[src/rtl/disp_regctrl_ml.sv]
// Multi-layer display control registers: shadowed per-layer base/enable committed at VSYNC fall,
// W1C interrupt status, FIFO error flags and a frame counter. RDATA and DSP_IRQ are registered.
module disp_regctrl_ml #(
  parameter int NLAYER = 2,
  parameter int FCNT_W = 16
) (
  input  logic                  ACLK,
  input  logic                  ARST_X,
  input  logic                  DSP_VSYNC_X,
  input  logic [15:0]           WRADDR,
  input  logic [3:0]            BYTEEN,
  input  logic                  WREN,
  input  logic [31:0]           WDATA,
  input  logic [15:0]           RDADDR,
  input  logic                  RDEN,
  output logic [31:0]           RDATA,
  output logic                  DISPON,
  output logic [NLAYER-1:0]     LAYERON,
  output logic [29*NLAYER-1:0]  DISPADDR,
  output logic                  DSP_IRQ,
  input  logic [NLAYER-1:0]     BUF_UNDER,
  input  logic [NLAYER-1:0]     BUF_OVER
);

  logic [2:0]        vsync_sync;
  logic              ve;
  logic              vblank, updpend, vblie, fifoie, vbl;
  logic [NLAYER-1:0] under, over;
  logic [FCNT_W-1:0] frame_cnt;
  logic [28:0]       sh_addr [NLAYER];
  logic [NLAYER-1:0] sh_on;

  logic              wr_dispctrl, wr_dispint, wr_intstat;
  logic [NLAYER-1:0] wr_laddr, wr_lctrl;
  logic              shadow_wr, commit;
  logic [28:0]       addr_mask;
  logic              vbl_clr;
  logic [NLAYER-1:0] under_clr, over_clr;
  logic [31:0]       intstat, rd_val;
  logic              unused;

  assign unused = ^WDATA;

  // Falling edge of the synchronised VSYNC (stage 2 still high, stage 1 low).
  assign ve = vsync_sync[2] & ~vsync_sync[1];

  assign wr_dispctrl = WREN && (WRADDR == 16'h0000);
  assign wr_dispint  = WREN && (WRADDR == 16'h0004);
  assign wr_intstat  = WREN && (WRADDR == 16'h0008);

  always_comb begin
    wr_laddr = '0;
    wr_lctrl = '0;
    for (int i = 0; i < NLAYER; i++) begin
      wr_laddr[i] = WREN && (WRADDR == 16'(16 + 16 * i));
      wr_lctrl[i] = WREN && (WRADDR == 16'(20 + 16 * i));
    end
  end

  assign shadow_wr = (|wr_laddr) | (|wr_lctrl);
  // With the display off there is no frame to tear, so commit without waiting for VSYNC.
  assign commit    = updpend & (ve | ~DISPON);

  assign addr_mask = {{5{BYTEEN[3]}}, {8{BYTEEN[2]}}, {8{BYTEEN[1]}}, {8{BYTEEN[0]}}};
  assign vbl_clr   = wr_intstat & BYTEEN[0] & WDATA[0];
  assign under_clr = {NLAYER{wr_intstat & BYTEEN[1]}} & WDATA[8 +: NLAYER];
  assign over_clr  = {NLAYER{wr_intstat & BYTEEN[2]}} & WDATA[16 +: NLAYER];

  always_comb begin
    intstat             = '0;
    intstat[0]          = vbl;
    intstat[8 +: NLAYER]  = under;
    intstat[16 +: NLAYER] = over;
  end

  always_comb begin
    rd_val = 32'hDEADFACE;
    case (RDADDR)
      16'h0000: rd_val = {29'b0, updpend, vblank, DISPON};
      16'h0004: rd_val = {30'b0, fifoie, vblie};
      16'h0008: rd_val = intstat;
      16'h000C: rd_val = 32'(frame_cnt);
      default:  rd_val = 32'hDEADFACE;
    endcase
    for (int i = 0; i < NLAYER; i++) begin
      if (RDADDR == 16'(16 + 16 * i)) rd_val = {3'b0, sh_addr[i]};
      if (RDADDR == 16'(20 + 16 * i)) rd_val = {31'b0, sh_on[i]};
      if (RDADDR == 16'(24 + 16 * i)) rd_val = {3'b0, DISPADDR[29*i +: 29]};
    end
  end

  always_ff @(posedge ACLK or negedge ARST_X) begin
    if (!ARST_X) begin
      vsync_sync <= 3'b111;
      DISPON     <= 1'b0;
      vblank     <= 1'b0;
      updpend    <= 1'b0;
      vblie      <= 1'b0;
      fifoie     <= 1'b0;
      vbl        <= 1'b0;
      under      <= '0;
      over       <= '0;
      frame_cnt  <= '0;
      sh_on      <= '0;
      LAYERON    <= '0;
      DISPADDR   <= '0;
      DSP_IRQ    <= 1'b0;
      RDATA      <= '0;
      for (int i = 0; i < NLAYER; i++) sh_addr[i] <= '0;
    end else begin
      vsync_sync <= {vsync_sync[1:0], DSP_VSYNC_X};

      if (wr_dispctrl && BYTEEN[0]) DISPON <= WDATA[0];
      vblank <= ve | (vblank & ~(wr_dispctrl & BYTEEN[0] & WDATA[1]));
      if (wr_dispint && BYTEEN[0]) begin
        vblie  <= WDATA[0];
        fifoie <= WDATA[1];
      end

      // Status sets take priority over a simultaneous W1C.
      vbl   <= ve | (vbl & ~vbl_clr);
      under <= BUF_UNDER | (under & ~under_clr);
      over  <= BUF_OVER  | (over  & ~over_clr);

      if (ve) frame_cnt <= frame_cnt + FCNT_W'(1);

      // Commit samples the shadows before this cycle's write lands; the write re-arms UPDPEND.
      if (commit) begin
        LAYERON <= sh_on;
        for (int i = 0; i < NLAYER; i++) DISPADDR[29*i +: 29] <= sh_addr[i];
      end
      updpend <= shadow_wr | (updpend & ~commit);

      for (int i = 0; i < NLAYER; i++) begin
        if (wr_laddr[i])
          sh_addr[i] <= ((sh_addr[i] & ~addr_mask) | (WDATA[28:0] & addr_mask)) & 29'h1FFF_FFFC;
        if (wr_lctrl[i] && BYTEEN[0]) sh_on[i] <= WDATA[0];
      end

      DSP_IRQ <= (vbl & vblie) | (fifoie & ((|under) | (|over)));

      if (RDEN) RDATA <= rd_val;
    end
  end

endmodule
[config.mk]
export PLATFORM = sky130hd
export DESIGN_NAME = disp_regctrl_ml
export DESIGN_NICKNAME = d
export VERILOG_FILES = /design/src/rtl/disp_regctrl_ml.sv
export SDC_FILE = /design/constraint.sdc
export NUM_CORES = 1
export LEC_CHECK = 0
export CORE_ASPECT_RATIO = 0.75
export CORE_UTILIZATION = 30
export DETAILED_ROUTE_END_ITERATION = 16
export DONT_BUFFER_PORTS = 1
export PLACE_DENSITY = 0.46
export SLEW_MARGIN = 20
export SYNTH_ARGS = -nofsm -noshare
export SYNTH_HDL_FRONTEND = slang
export SYNTH_SLANG_ARGS = --single-unit
[constraint.sdc]
create_clock -name ACLK -period 3.6 [get_ports ACLK]
set_clock_uncertainty 0.05 [all_clocks]
set_input_delay 0.54 -clock ACLK [delete_from_list [all_inputs] [get_ports ACLK]]
set_output_delay 0.54 -clock ACLK [all_outputs]
set_load 0.01 [all_outputs]
==> results of run 1 <==
==> logic make-up (layout without fill, tap and decap cells) <==
group / Yosys count / in the layout / share of synthesized area
AOI/OAI and AO/OA: 117 / 117 / 0.09845
and+or+nand+nor: 221 / 221 / 0.1488
muxes: 122 / 122 / 0.1700
buffers and inverters: 49 / 54 / 0.02764
xor gates and xnor gates: 17 / 17 / 0.01848
DFF: 172 / 172 / 0.5346
adders and majority gates: 1 / 1 / 0.001553
other: 1 / 6 / 0.0004654
==> metal layers <==
layer / track usage / wire length (um) / vias to the layer above
met3: 0.07350 / 2303 / 20
met4: 0.04971 / 292 / 0
met2: 0.2721 / 10850 / 191
li1: - / - / 2575
met5: 0 / 0 / -
met1: 0.2529 / 11550 / 2926
==> metrics by stage <==
| step | total power [mW] | instance area, um2 |
|---|---|---|
| 2_1_floorplan | 2.170 | 8073 |
| 3_3_place_gp | 2.186 | 8459 |
| 3_5_place_dp | 2.188 | 8459 |
| 4_1_cts | 3.987 | 9020 |
| 5_1_grt | 4.086 | 9020 |
| 6_report | 3.936 | 9022 |
==> area by class of cell <==
class,instances,area (um2)
antenna,1,2.502
clock inverter,13,117.6
inverter,5,18.77
multi-input combinational,483,3562
timing repair buffer,17,140.1
tap,344,430.4
clock buffer,19,442.9
sequential,172,4308
fill,2604,17140
==> power groups by stage <==
stage / combinational (mW) / clock (mW) / sequential [mW]
detailed placement: 0.120 / 0 / 2.07
global route: 0.137 / 1.91 / 2.04
floorplan: 0.120 / 0 / 2.05
global placement: 0.119 / 0 / 2.07
CTS: 0.123 / 1.83 / 2.03
finish: 0.123 / 1.78 / 2.03
==> placed cells by master, fill, tap and decap left out, types with 5 or more instances in the layout <==
cell type / instances
o21ai_0: 21
o221a_2: 7
nor4_2: 5
a21o_1: 6
o22ai_1: 21
mux2_2: 119
xor2_1: 6
and3_1: 9
nor2b_1: 16
o21ai_1: 8
a31oi_1: 15
clkbuf_16: 17
xnor2_1: 11
clkinvlp_4: 5
nand2_1: 62
nand3_1: 33
nand4_1: 14
dfrtp_1: 169
buf_4: 16
nor3_1: 19
nor2_1: 30
a21oi_1: 12
conb_1: 5
inv_1: 5
==> how the worst max path moves through the flow <==
stage | depth (start not counted) | slack, ns | to
after CTS | 5 | 1.13 | DISPADDR[7]
final | 5 | 1.13 | RDATA[17]
after global placement | 5 | 0.79 | RDATA[17]
after floorplan | 7 | 1.35 | RDATA[11]
after global routing | 5 | 1.03 | RDATA[17]
after detailed placement | 5 | 0.73 | RDATA[17]
==> metrics.log, run 1 <==
[metrics] run status: finished with violations
[metrics] violated checks: negative hold slack
[metrics] cell with the biggest individual delay on the critical path: or4_1
[metrics] R2R Setup Slk: 1.16 ns
[metrics] type of origin of the critical path: input port
[metrics] Final ANT Viol Nets: 0
[metrics] Post-Route Hold Slack: -0.2485 ns
[metrics] final critical-path share of the clock period: 0.6853
[metrics] Die Footprint: 27530 um2
[metrics] total global routing overflow: 0
[metrics] time the worst path needs with I/O delays and setup: 2.467 ns
[metrics] most frequent cell after synthesis: dfrtp_1
[metrics] switching power total: 0.9310 mW
[metrics] switching power as a share of total power: 0.2365
[metrics] root buf cell: clkbuf_16
[metrics] leading cell types by count after synthesis: 169 x dfrtp_1, 119 x mux2_2, 63 x nand2_1
[metrics] Chip Width: 191.2 um
[metrics] clock slew seen by the registers of the worst setup and hold paths: 0.07 ns
[metrics] DIE HEIGHT: 143.9 um
[metrics] placeable core area: 26160 um2
[metrics] syn_area_per_cell: 11.51 um2
[metrics] post-route setup TNS: 0 ns
[metrics] final WL: 25000 um
[metrics] Ports: 171
[metrics] Critical Path Sink Type: flip-flop
[metrics] fraction of final layout cells with drive strength greater than 1: 0.2722
[metrics] cell family with most CP delay: simple AND/OR/NAND/NOR gates
[metrics] total leakage power: 3.999 nW
[metrics] largest net degree at the start of global routing: 173
[metrics] HPWL Detailed: 17520 um
[metrics] CP Buf/Inv Count: 0
[metrics] Skew-Pair Late Insertion Delay: 0.43 ns
[metrics] cell internal pwr: 3.005 mW
[metrics] CTS tree: done
[metrics] number of cells in the design after placement: 1021
[metrics] Synth Register Bits: 172
[metrics] Final Worst Setup Slack: 1.133 ns
[metrics] start point of the critical path: RDADDR[9]
[metrics] unrepaired setup endpoints after global routing: false
[metrics] number of enable-type register cells in the synthesized netlist: 0
[metrics] largest buffer count on any clock path: 2
[metrics] largest cells by area after synthesis: dfrtp_1 52%, mux2_2 17%, nand2_1 2.9%
[metrics] number of placement rows: 51
[metrics] Clock Sinks: 172
[metrics] Starting Density: 0.3080
[metrics] Crit Path Category: in -> reg
[metrics] number of nets at the end of the flow: 774
[metrics] DRC Markers: 0
[metrics] required time of the worst setup path: 3.90 ns
[metrics] total count of hold-check failures in the final report: 172
[metrics] number of max-slew violations in the final report: 0
[metrics] number of distinct standard cells referenced by the synthesized netlist: 65
[metrics] router iterations before antenna repair: 5
[metrics] Achievable Freq: 0.4053 GHz
[metrics] share of the synthesized area in the top cell type: 0.5248
[metrics] share of synthesized registers carrying an async set or reset: 1.000
[metrics] DP Worst Slack: 0.7285 ns
[metrics] flip-flop cell with the highest count after synthesis: dfrtp_1
[metrics] r2r endpoint: DISPADDR[7]
[metrics] r2r worst-path depth: 5
[metrics] wire length of the first global-routing pass: 37130 um
[metrics] Detailed Route Iter0 Violations: 410
[metrics] antenna violations before repair: 1
[metrics] warning count from the yosys run: 0
[metrics] routed vias: 5712
[metrics] Final Setup Violations: 0
[metrics] worst rel slew slack: 0.3015
[metrics] share of synthesized area occupied by flip-flops and latches: 0.5346
[metrics] Arrival @ worst endpoint: 2.77 ns
[metrics] Post-CTS Setup Inserts: 0
[metrics] cell area after synthesis: 8058 um2
[metrics] wire length per cell: 23.72 um
[metrics] via count of the first global-routing pass: 5823
[metrics] proportion of power drawn by flip-flops and latches: 0.516
[metrics] post_cts resized: 0
[metrics] power density normalized to cell area: 436.3 nW/um2
[metrics] Tightest Hold Check Type: in -> async
[metrics] Critical Path Fanout Max: 18
[metrics] transition time at the pin with the least slew margin: 1.043 ns
[metrics] final design utilization: 0.3449
[metrics] worst-path cell chain: nor4_2 -> nand2_2 -> or4_1 -> a32o_1 -> a21oi_1
[metrics] H-tree depth: 4
[metrics] delay contributed by the slowest stage of the critical path: 0.65 ns
[metrics] gate count of the mapped netlist: 700
[metrics] clock buffer count from CTS: 17
[metrics] routability congestion estimate: 0.8583
[metrics] logic gate share of total power: 0.031
[metrics] VDD IR max: 0.0003289 V
[metrics] clock share of power: 0.452
[metrics] MaxCap Viol Count: 0
[metrics] all-layer global routing usage: 0.1859
[metrics] cell type with the largest total area after synthesis: dfrtp_1
[metrics] via/cell ratio: 5.419
[metrics] launch point of the worst reg-to-reg path: vsync_sync[1]
[metrics] Syn-to-layout area delta: 11.97%
[metrics] post-route insts no fill: 1054
[metrics] I/O Buffers: 0
Note: power is estimated with default switching activity, not from simulation.
==> run 2, diff against run 1 <==
PLACE_DENSITY = 0.47   (was 0.46)
clock period = 2.2 ns   (was 3.6 ns; I/O delays follow)
==> metrics.log, run 2 (same netlist as run 1, synthesis figures left out) <==
[metrics] run status: finished with violations
[metrics] violated checks: negative hold slack
[metrics] post-route insts no fill: 1122 (+6.5%)
[metrics] wire length of the first global-routing pass: 38450 um (+3.6%)
[metrics] time the worst path needs with I/O delays and setup: 1.849 ns
[metrics] H-tree depth: 4 (unchanged)
[metrics] DRC Markers: 0 (unchanged)
[metrics] type of origin of the critical path: input port
[metrics] required time of the worst setup path: 2.52 ns (-1.38 ns)
[metrics] number of placement rows: 51 (unchanged)
[metrics] all-layer global routing usage: 0.1901 (+0.004239)
[metrics] placeable core area: 26160 um2 (unchanged)
[metrics] Arrival @ worst endpoint: 2.17 ns (-0.60 ns)
[metrics] clock buffer count from CTS: 17 (unchanged)
[metrics] Clock Sinks: 172 (unchanged)
[metrics] total count of hold-check failures in the final report: 172 (unchanged)
[metrics] final critical-path share of the clock period: 0.8404
[metrics] I/O Buffers: 0 (unchanged)
[metrics] CTS tree: done
[metrics] root buf cell: clkbuf_16
[metrics] Post-CTS Setup Inserts: 0 (unchanged)
[metrics] Syn-to-layout area delta: 20.37%
[metrics] ant diodes: 0 (-1)
[metrics] unrepaired setup endpoints after global routing: false
[metrics] Tightest Hold Check Type: in -> async
[metrics] router iterations before antenna repair: 5 (unchanged)
[metrics] routability congestion estimate: 0.8351 (-2.7%)
[metrics] wire length per cell: 22.70 um (-4.3%)
[metrics] largest buffer count on any clock path: 2 (unchanged)
[metrics] routed vias: 5997 (+5.0%)
[metrics] total of hold buffers inserted after clock tree synthesis: 36
[metrics] transition time at the pin with the least slew margin: 0.9821 ns (-0.06107 ns)
[metrics] Crit Path Category: in -> reg
[metrics] Detailed Route Iter0 Violations: 418 (+2.0%)
[metrics] fraction of final layout cells with drive strength greater than 1: 0.2918 (+0.01956)
[metrics] number of cells in the design after placement: 1056 (+3.4%)
[metrics] MaxCap Viol Count: 0 (unchanged)
[metrics] Post-Route Hold Slack: -0.4429 ns (-0.1943 ns)
[metrics] via/cell ratio: 5.345 (-1.4%)
[metrics] Critical Path Fanout Max: 7 (-11)
[metrics] VDD IR max: 0.0005045 V (+53%)
[metrics] Final Setup Violations: 0 (unchanged)
[metrics] power density normalized to cell area: 683.6 nW/um2 (+57%)
[metrics] most frequent cells in the layout: 169 x dfrtp_1, 119 x mux2_2, 62 x nand2_1
[metrics] via count of the first global-routing pass: 6152 (+5.7%)
[metrics] number of nets at the end of the flow: 845 (+9.2%)
[metrics] number of max-slew violations in the final report: 0 (unchanged)
[metrics] worst rel slew slack: 0.3424 (+0.04089)
[metrics] leading cell type in the layout, fill and taps excluded: dfrtp_1
[metrics] total leakage power: 4.343 nW (+8.6%)
[metrics] Ports: 171 (unchanged)
[metrics] total global routing overflow: 0 (unchanged)
[metrics] antenna violations before repair: 1 (unchanged)
[metrics] Skew-Pair Late Insertion Delay: 0.43 ns (about the same)
[metrics] final WL: 25470 um (+1.9%)
[metrics] post_cts resized: 0 (unchanged)
[metrics] Chip Width: 191.2 um (unchanged)
[metrics] Starting Density: 0.3080 (unchanged)
[metrics] clock slew seen by the registers of the worst setup and hold paths: 0.07 ns (about the same)
[metrics] Achievable Freq: 0.5409 GHz
[metrics] Die Footprint: 27530 um2 (unchanged)
[metrics] largest net degree at the start of global routing: 173 (unchanged)
[metrics] final design utilization: 0.3707 (+0.02587)
[metrics] DIE HEIGHT: 143.9 um (unchanged)
[metrics] Critical Path Sink Type: flip-flop
[metrics] HPWL Detailed: 18060 um (+3.1%)
[metrics] Final ANT Viol Nets: 0 (unchanged)
==> run 2: cell types whose count changed in the layout (fill, tap and decap cells not counted), sizes merged <==
cell         change
dlygate4sd3     +36
buf             +35
clkinvlp         -2
bufinv           +1
clkbuf           -1
diode            -1
==> run 2: per-layer routing <==
metal | vias up | wire [um] | track usage
met4 | 2 | 175 | 0.04553
met3 | 13 | 2264 | 0.07155
met2 | 195 | 11370 | 0.2834
met5 | - | 13 | 0
met1 | 3080 | 11650 | 0.2589
li1 | 2707 | - | -
==> run 2: per-stage QoR <==
stage	instance area, um2	TNS, ns	setup slack, ns	power [mW]
2_1_floorplan	8073	0	0.1155	3.551
3_3_place_gp	8760	-0.1451	-0.04571	3.590
3_5_place_dp	8760	-0.2759	-0.04093	3.597
4_1_cts	9699	0	0.4103	6.692
5_1_grt	9699	0	0.2873	6.877
6_report	9699	0	0.3512	6.631
==> run 2: area by class of cell <==
class | count | area (um2)
well taps | 344 | 430.4
clock buffers | 18 | 439.2
multi-input cells | 483 | 3562
flip-flops and latches | 172 | 4308
fillers | 2554 | 16460
clock inverters | 12 | 140.1
inverters | 5 | 18.77
repair buffers | 88 | 800.8
==> run 2: worst paths after layout <==
| kind | startpoint | endpoint | slack, ns | cells after the start |
|---|---|---|---|---|
| worst min register to register | vsync_sync[0] | vsync_sync[1] | 0.31 | 0 |
| worst max-delay path | RDADDR[1] | RDATA[16] | 0.35 | 7 |
| min in group ACLK | RDEN | RDATA[24] | 0.02 | 2 |
| max in group asynchronous | ARST_X | DISPADDR[43] | 2.33 | 0 |
| worst max register to register | vsync_sync[2] | frame_cnt[13] | 0.39 | 5 |
| worst min-delay path | ARST_X | RDATA[1] | -0.44 | 0 |
==> run 2: critical path, cell delays in order <==
cell and delay [ns]:
or4b_2 0.82, buf_4 0.21, nor4_2 0.27, buf_4 0.20, nand2_1 0.06, nand3_1 0.09
o221a_2 0.19
==> run 2: where the power goes <==
group	leakage (nW)	internal (mW)	total (mW)	switching, mW
registers	2.26	3.23	3.32	0.0927
clock network	0.275	1.70	3.02	1.32
logic	1.81	0.150	0.286	0.136
